$ cat src/rtl/sar_scan_scheduler.sv
// Multi-channel SAR conversion scheduler: walks the enable mask, settles the mux,
// starts the ADC core with a watchdog and queues channel-tagged results in a FWFT FIFO.
module sar_scan_scheduler #(
  parameter int N       = 4,
  parameter int CW      = 2,
  parameter int SETTLE  = 2,
  parameter int TIMEOUT = 32,
  parameter int DEPTH   = 4
) (
  input  logic                 clk_1Mhz,
  input  logic                 reset,
  input  logic [(1<<CW)-1:0]   ch_enable,
  input  logic                 trigger,
  input  logic                 continuous,
  input  logic                 adc_done,
  input  logic [N-1:0]         adc_result,
  input  logic                 res_ready,
  input  logic                 ovf_clr,
  output logic                 adc_start,
  output logic [CW-1:0]        ch_sel,
  output logic                 scan_busy,
  output logic                 res_valid,
  output logic [N-1:0]         res_data,
  output logic [CW-1:0]        res_ch,
  output logic                 overflow,
  output logic                 timeout_err,
  output logic [2:0]           dbg_state
);

  localparam int CH = 1 << CW;
  localparam int PW = CW + 1;
  localparam int SW = $clog2(SETTLE + 1);
  localparam int WW = $clog2(TIMEOUT + 1);
  localparam int AW = $clog2(DEPTH);
  localparam int EW = CW + N;

  typedef enum logic [2:0] {
    S_IDLE   = 3'd0,
    S_SELECT = 3'd1,
    S_SETTLE = 3'd2,
    S_START  = 3'd3,
    S_WAIT   = 3'd4
  } state_t;

  state_t         state_q, state_d;
  logic [PW-1:0]  ptr_q, ptr_d;
  logic [CW-1:0]  ch_sel_q, ch_sel_d;
  logic [SW-1:0]  scnt_q, scnt_d;
  logic [WW-1:0]  wd_q, wd_d;
  logic           push, to_set;
  logic           found;
  logic [CW-1:0]  found_idx;

  // Lowest enabled channel at or above ptr; ptr == CH matches nothing.
  always_comb begin
    found     = 1'b0;
    found_idx = '0;
    for (int i = CH - 1; i >= 0; i--) begin
      if (ch_enable[i] && (PW'(i) >= ptr_q)) begin
        found     = 1'b1;
        found_idx = CW'(i);
      end
    end
  end

  always_comb begin
    state_d  = state_q;
    ptr_d    = ptr_q;
    ch_sel_d = ch_sel_q;
    scnt_d   = scnt_q;
    wd_d     = wd_q;
    push     = 1'b0;
    to_set   = 1'b0;
    case (state_q)
      S_IDLE: begin
        if ((trigger | continuous) & (|ch_enable)) begin
          ptr_d   = '0;
          state_d = S_SELECT;
        end
      end
      S_SELECT: begin
        if (found) begin
          ch_sel_d = found_idx;
          scnt_d   = SW'(SETTLE - 1);
          state_d  = S_SETTLE;
        end else if (continuous && (|ch_enable)) begin
          ptr_d = '0;
        end else begin
          state_d = S_IDLE;
        end
      end
      S_SETTLE: begin
        if (scnt_q == '0) state_d = S_START;
        else              scnt_d  = scnt_q - SW'(1);
      end
      S_START: begin
        wd_d    = '0;
        state_d = S_WAIT;
      end
      S_WAIT: begin
        // A done arriving in the final watchdog cycle still counts as a result.
        if (adc_done) begin
          push    = 1'b1;
          ptr_d   = {1'b0, ch_sel_q} + PW'(1);
          state_d = S_SELECT;
        end else if (wd_q == WW'(TIMEOUT - 1)) begin
          to_set  = 1'b1;
          ptr_d   = {1'b0, ch_sel_q} + PW'(1);
          state_d = S_SELECT;
        end else begin
          wd_d = wd_q + WW'(1);
        end
      end
      default: state_d = S_IDLE;
    endcase
  end

  always_ff @(posedge clk_1Mhz or negedge reset) begin
    if (!reset) begin
      state_q  <= S_IDLE;
      ptr_q    <= '0;
      ch_sel_q <= '0;
      scnt_q   <= '0;
      wd_q     <= '0;
    end else begin
      state_q  <= state_d;
      ptr_q    <= ptr_d;
      ch_sel_q <= ch_sel_d;
      scnt_q   <= scnt_d;
      wd_q     <= wd_d;
    end
  end

  assign adc_start = (state_q == S_START);
  assign scan_busy = (state_q != S_IDLE);
  assign ch_sel    = ch_sel_q;
  assign dbg_state = state_q;

  // Result handshake: an entry transfers on a cycle where res_valid and res_ready are
  // both high; res_data/res_ch hold steady while res_valid is high and res_ready is low.
  logic [EW-1:0] mem_q [DEPTH];
  logic [AW-1:0] rd_q, wr_q;
  logic [AW:0]   cnt_q;
  logic          full, pop, push_ok, drop;
  logic          overflow_q, timeout_q;

  assign full      = (cnt_q == (AW+1)'(DEPTH));
  assign res_valid = (cnt_q != '0);
  assign pop       = res_valid & res_ready;
  assign push_ok   = push & (~full | pop);
  assign drop      = push & full & ~pop;

  always_ff @(posedge clk_1Mhz or negedge reset) begin
    if (!reset) begin
      for (int i = 0; i < DEPTH; i++) mem_q[i] <= '0;
      rd_q  <= '0;
      wr_q  <= '0;
      cnt_q <= '0;
    end else begin
      if (push_ok) begin
        mem_q[wr_q] <= {ch_sel_q, adc_result};
        wr_q        <= wr_q + AW'(1);
      end
      if (pop) rd_q <= rd_q + AW'(1);
      case ({push_ok, pop})
        2'b10:   cnt_q <= cnt_q + (AW+1)'(1);
        2'b01:   cnt_q <= cnt_q - (AW+1)'(1);
        default: cnt_q <= cnt_q;
      endcase
    end
  end

  assign res_data = mem_q[rd_q][N-1:0];
  assign res_ch   = mem_q[rd_q][EW-1:N];

  // Sticky flags: a set event in the same cycle as ovf_clr takes precedence.
  always_ff @(posedge clk_1Mhz or negedge reset) begin
    if (!reset) begin
      overflow_q <= 1'b0;
      timeout_q  <= 1'b0;
    end else begin
      if (drop)         overflow_q <= 1'b1;
      else if (ovf_clr) overflow_q <= 1'b0;
      if (to_set)       timeout_q  <= 1'b1;
      else if (ovf_clr) timeout_q  <= 1'b0;
    end
  end

  assign overflow    = overflow_q;
  assign timeout_err = timeout_q;

endmodule

$ cat config.mk
export PLATFORM = sky130hd
export DESIGN_NAME = sar_scan_scheduler
export DESIGN_NICKNAME = d
export VERILOG_FILES = /design/src/rtl/sar_scan_scheduler.sv
export SDC_FILE = /design/constraint.sdc
export NUM_CORES = 1
export LEC_CHECK = 0
export BUFFER_PORTS_ARGS = -buffer_cell sky130_fd_sc_hd__buf_4
export CORE_MARGIN = 5
export CORE_UTILIZATION = 25
export CTS_CLUSTER_DIAMETER = 60
export CTS_CLUSTER_SIZE = 10
export DETAILED_ROUTE_END_ITERATION = 8
export GPL_TIMING_DRIVEN = 0
export HOLD_SLACK_MARGIN = 0.05
export SYNTH_ARGS = -nofsm -noshare
export SYNTH_HDL_FRONTEND = slang
export SYNTH_SLANG_ARGS = --single-unit
$ cat constraint.sdc
create_clock -name clk_1Mhz -period 5.6 [get_ports clk_1Mhz]
set_clock_uncertainty 0.1 [all_clocks]
set_input_delay 0.56 -clock clk_1Mhz [delete_from_list [all_inputs] [get_ports clk_1Mhz]]
set_output_delay 0.56 -clock clk_1Mhz [all_outputs]
set_load 0.005 [all_outputs]
# ---- Yosys cells after proc, flatten, opt, wreduce, memory -nomap -nowiden
# Cells that the tools add are included.
dict set report op_classes {
  magnitude_cmp 7
  addsub 7
  n_shift 0
  n_eq_ne 18
  mux 42
  reduce_logical 22
  bitwise_logic 11
  n_mul 0
  div 0
}
# operator n
set op_table {}
lappend op_table {{two-way mux 3 bit} 11}
lappend op_table {{two-way mux 6 bit} 5}
lappend op_table {{bitwise mux 24 bit} 1}
lappend op_table {{inequality test 2 bit, second input constant} 8}
lappend op_table {{one-hot mux 3 bit (5 select lines)} 1}
lappend op_table {{binary-select mux 6 bit (select 2 bit)} 1}
lappend op_table {{demux 6 bit (select 2 bit)} 1}
lappend op_table {{two-way mux 1 bit} 12}
lappend op_table {{two-way mux 2 bit} 6}
lappend op_table {{one-hot mux 6 bit (2 select lines)} 1}
lappend op_table {{nonzero test 2 bit} 5}
lappend op_table {{one-hot mux 3 bit (3 select lines)} 1}
lappend op_table {{nonzero test 3 bit} 3}
lappend op_table {{adder 6 x 1 -> 6 bit, second input constant} 1}
lappend op_table {{== test 3 x 2 -> 1 bit, second input constant} 2}
lappend op_table {{== test 3 bit, second input constant} 2}
lappend op_table {{== test 6 x 5 -> 1 bit, second input constant} 1}
lappend op_table {{>= comparator 1 x 3 -> 1 bit, first input constant} 2}
lappend op_table {{>= comparator 2 x 3 -> 1 bit, first input constant} 2}
lappend op_table {{>= comparator 3 bit, second input constant} 2}
lappend op_table {{logical AND 1 bit} 6}
lappend op_table {{inequality test 3 bit, second input constant} 2}
lappend op_table {{inverter 2 -> 3 bit} 2}
lappend op_table {{one-hot mux 3 bit (2 select lines)} 1}
lappend op_table {{20 further kinds} 28}
dict set report totals {
  rom_bits 0
  latchBits 0
  ram_bits 0
  memories 0
  regBits 49
}

# ---- Longest topological paths before layout
dict set report logic_depth {
  ltp_word 8
  ltp_mapped 12
  depth_no_buf 10
}

# ---- Worst setup path after synthesis
# No wires, ideal clock.
dict set report synth_path {
  path_type {input to register}
  start {input port res_ready}
  end {register cnt_q[2]}
  cell_stages 10
  setup_time_ns 0.079
  arrival_time_ns 2.354
  path_slack_ns 3.067
  required_ns 5.421
  path_cell_list {or4b_1 nor2b_4 buf_8 inv_1 ha_1 inv_1 fa_1 xor2_1 nor2_1 xor2_1}
}
dict set report synth_between {
  elab_chain_len 5
  word_cells_on_any_way 7
  classes_between {eq/ne: 2; mux: 1; bitwise: 3; reduce/logical: 1}
}
# element line_no
set synth_lines {}
lappend synth_lines {{from (decl)} 17} ;# input logic res_ready,
lappend synth_lines {{bitwise AND 1 bit *} 149} ;# assign pop = res_valid & res_ready;
lappend synth_lines {{bitwise OR 1 bit} 150} ;# assign push_ok = push & (~full | pop);
lappend synth_lines {{bitwise AND 1 bit} 150}
lappend synth_lines {{== test 2 x 1 -> 1 bit / == test 2 bit (equally long branches)} 165} ;# case ({push_ok, pop})
lappend synth_lines {{one-hot mux 3 bit (2 select lines) / nonzero test 2 bit (equally long branches)} --}
lappend synth_lines {{to (signal assigned)} 166} ;# 2'b10: cnt_q <= cnt_q + (AW+1)'(1);
lappend synth_lines {{to (signal assigned)} 167} ;# 2'b01: cnt_q <= cnt_q - (AW+1)'(1);
lappend synth_lines {{to (signal assigned)} 168} ;# default: cnt_q <= cnt_q;
lappend synth_lines {{to (decl)} 143} ;# logic [AW:0] cnt_q;
# Mark *: on every way between the ends. The rest lies on a longest branch, timed or not.
# A chain may end at the register's enable or synchronous reset.

# ---- Worst setup path in the final report
dict set report layout_path {
  start {register cnt_q[0]}
  end {register cnt_q[2]}
}
dict set report layout_between {
  elab_chain_len 6
  word_cells_on_any_way 12
  classes_between {add/sub: 2; eq/ne: 3; mux: 1; bitwise: 4; reduce/logical: 2}
}
# element line_no
set layout_lines {}
lappend layout_lines {{nonzero test 3 bit / == test 3 bit (equally long branches)} {148, 147}}
lappend layout_lines {{bitwise AND 1 bit / inverter 1 bit (equally long branches)} {149, 150}}
lappend layout_lines {{bitwise OR 1 bit} 150}
lappend layout_lines {{bitwise AND 1 bit} 150}
lappend layout_lines {{== test 2 x 1 -> 1 bit / == test 2 bit (equally long branches)} 165}
lappend layout_lines {{one-hot mux 3 bit (2 select lines) / nonzero test 2 bit (equally long branches)} --}
# Parallel ways exist; a longest one is shown, timed or not.

==> impl_metrics.csv <==
group,metric,value,unit
finish,final_util,30.44,%
power,power_frac_seq,41.9,%
floorplanning,height_of_the_die,109.7,um
placement,place_congestion,0.7381,
worst_setup_path,endpoint_kind,"flop",
worst_setup_path,endpoint_required_time_on_the_critical_path,5720,ps
cts,postCtsHoldBufs,0,
timing,maximum_frequency_from_static_timing_analysis,0.3845,GHz
job,cap_violations,0,
logic_synthesis,yosys_warnings,0,
finish,final_nets,256,
timing,tightest_slew,635.1,ps
global_route,grt_max_degree,50,
timing,final_layout_setup_total_negative_slack,0,ps
power,p_leak,1.359,nW
routing,wl_per_instance,12.90,um
cts,htree_levels,2,
global_route,grt_antenna_before_repair,0,
routing,vias_per_cell,4.232,
worst_setup_path,critPathArrivalTime,2720,ps
global_route,grt_pass1_wl,8183,um
logic_synthesis,synth_enable_flop_cells,0,
floorplanning,boundaryPins,31,
floorplanning,floorplan.initialDensity,25.55,%
cts,worstSkewPairLatency,290,ps
global_route,grt_pass1_vias,1679,
worst_setup_path,criticalPathCategory,"reg -> reg",
logic_synthesis,netlist_top_cells_count,"sky130_fd_sc_hd__dfrtp_1, sky130_fd_sc_hd__mux2_2, sky130_fd_sc_hd__inv_1, sky130_fd_sc_hd__nor2_1",
cts,cts_setup_buffers,0,
logic_synthesis,synth_most_common_cell,"sky130_fd_sc_hd__dfrtp_1",
global_route,track_usage,8.788,%
logic_synthesis,avgSynthCellArea,12.75,um^2
cts,clock_buffer_count_from_cts,5,
logic_synthesis,synth_top_cell_by_area,"sky130_fd_sc_hd__dfrtp_1",
worst_setup_path,crit_path_start_kind,"flop",
cts,clock_sink_count,49,
timing,slew_viol_final,0,
placement,post-place-cells,358,
timing,hold_viol_final,0,
routing,drc_violation_count_after_routing,0,
cts,cts_tree,"built",
timing,rsz_0062_raised_after_global_routing,"no",
finish,n_fill_cell,1019,
cts,clock-root-buffer,"sky130_fd_sc_hd__clkbuf_8",
power,total_switching_power,476.1,uW
logic_synthesis,synth.yosys.seq_area_share,49.32,%
timing,final_min_period_over_clock_period,46.44,%
power,peak_supply_drop,0.2227,mV
floorplanning,row_count,36,
placement,hpwl,3430,um
power,power.share.clock,15.1,%
floorplanning,floorplan.core_area,9729,um^2
cts,post_cts_repair_resize_count,0,
logic_synthesis,netlist-cell-type-count,45,
routing,routed_wl,4721,um
global_route,total_congestion_overflow,0,
outcome,run_status,"finished clean",
floorplanning,fp.dieArea,12040,um^2
placement,port_buffers,30,
logic_synthesis,yosys_most_used_dff,"sky130_fd_sc_hd__dfrtp_1",
logic_synthesis,post_synthesis_async_set_or_reset_flop_share,100.0,%
power,intPower,853.7,uW
routing,vias_after_detailed_routing,1549,
finish,multi_input_area,1171,um^2
timing,report.final.setup_viol,0,
logic_synthesis,mappedNetlistNets,219,
worst_setup_path,critical_path.max_fanout,8,
logic_synthesis,synth_top_cells_by_area,"sky130_fd_sc_hd__dfrtp_1, sky130_fd_sc_hd__mux2_2, sky130_fd_sc_hd__mux4_2",
finish,syn2layout_area_growth,19.12,%
routing,detail_route.first_pass.iterations,4,
finish,instances_no_fill,366,
routing,drt_first_iter_violations,44,
hold_path,hold_path_class,"in -> async",
finish,antenna_cells_inserted,0,
power,power.combinational.fraction,43.0,%
power,sw_frac_of_total,35.80,%
cts,clock_path_buffers,2,
logic_synthesis,ys_ff_latch,49,
timing,layout_min_cycle_time,2601,ps
logic_synthesis,synth_cells,195,
cts,clk_transition_reported_paths,90,ps
finish,layout.area.seq,1226,um^2
logic_synthesis,mappedNetlistArea,2486,um^2
power,cellPowerDensity,449.0,nW/um^2
finish,final_layout_size_suffix_gt1_share,34.33,%
routing,number_of_nets_with_antenna_violations_after_routing,0,
timing,worst_slew_margin_rel,57.66,%
logic_synthesis,synth_top_cell_area_share,49.32,%
floorplanning,floorplan.die.width,109.7,um
## per-layer routing
| metal | global-route usage [%] | share of wire (%) | up-vias |
|---|---|---|---|
| li1 | - | - | 755 |
| met1 | 11.20 | 47 | 764 |
| met2 | 14.65 | 48 | 26 |
| met3 | 2.408 | 4.3 | 4 |
| met4 | 2.404 | 0.68 | 0 |
| met5 | 0 | 0 | - |
## registers in the layout, indices dropped and copies added (netlist names), 2 cells and up
name and flops:
scnt_q 2, wd_q 6, dbg_state 3, rd_q 2
mem_q 24, ch_sel 2, wr_q 2, ptr_q 3
cnt_q 3
## layout make-up
type	instances	share of cell area (%)
sequential	49	41.40
multi-input combinational	126	39.54
timing repair buffer	30	7.605
tap	133	5.619
clock buffer	7	2.577
inverter	15	1.901
buffer	5	1.098
clock inverter	1	0.2535
## per-stage QoR
stage / instance area (um^2) / setup slack [ps] / total power [mW] / hold WS, ps
floorplan: 2486 / 3067 / 0.9550 / 164.4
global placement: 2878 / 2842 / 1.127 / 362.0
detailed placement: 2878 / 2801 / 1.147 / 370.3
CTS: 2962 / 2981 / 1.358 / 198.8
global route: 2962 / 2842 / 1.451 / 228.5
finish: 2962 / 2999 / 1.330 / 179.4
## cell usage in the layout (no fill, tap or decap), drive strengths merged
cell type / n
nand2: 11
inv: 15
xor2: 3
o41ai: 1
xnor2: 7
nor4: 1
fa: 1
o2111ai: 1
o31ai: 1
a21boi: 2
or3: 2
and2: 1
or4b: 1
nor2: 13
nand2b: 3
a211oi: 1
nand4: 1
and3: 1
ha: 8
mux2i: 2
clkinvlp: 1
o2bb2ai: 1
mux2: 26
dfrtp: 49
and3b: 1
o21ai: 6
mux4: 6
o22a: 1
o21bai: 3
nor3: 3
clkbuf: 9
nor2b: 3
a21oi: 5
o22ai: 1
buf: 33
nand3: 8
a221oi: 1
## path summary, 6_finish.rpt
path | from | endpoint | slack [ps] | depth (start not counted)
min in group clk_1Mhz | adc_done | timeout_err | 370 | 2
setup / recovery | cnt_q[0] | cnt_q[2] | 3000 | 10
hold reg to reg | scnt_q[0] | scnt_q[0] | 380 | 1
max in group asynchronous | reset | scnt_q[0] | 4800 | 1
hold / removal | reset | mem_q[12] | 180 | 1
setup reg to reg | cnt_q[0] | cnt_q[2] | 3000 | 10
## cell families after synthesis
logic type / after synthesis / synth area share [%]
xor+xnor: 10 / 3.523
compound gates: 24 / 7.197
mux: 34 / 18.02
fa+ha+maj: 9 / 4.832
buf+inv: 20 / 3.572
simple gates: 49 / 13.54
flops: 49 / 49.32
## power groups by stage
stage / clock network [mW] / registers [mW] / logic [mW]
5_1_grt: 0.228 / 0.576 / 0.646
3_3_place_gp: 0 / 0.559 / 0.568
4_1_cts: 0.215 / 0.557 / 0.585
2_1_floorplan: 0 / 0.540 / 0.415
3_5_place_dp: 0 / 0.564 / 0.583
6_report: 0.201 / 0.556 / 0.572
## worst max-delay path, cell delays in order, from the launching register on
cell	delay, ps
sky130_fd_sc_hd__dfrtp_1	430
sky130_fd_sc_hd__or4b_1	570
sky130_fd_sc_hd__nor2b_4	160
sky130_fd_sc_hd__buf_8	160
sky130_fd_sc_hd__inv_1	60
sky130_fd_sc_hd__ha_1	180
sky130_fd_sc_hd__inv_1	60
sky130_fd_sc_hd__fa_1	380
sky130_fd_sc_hd__xor2_1	150
sky130_fd_sc_hd__nor2_1	120
sky130_fd_sc_hd__xor2_1	160
Note: power is estimated with default switching activity, not from simulation.
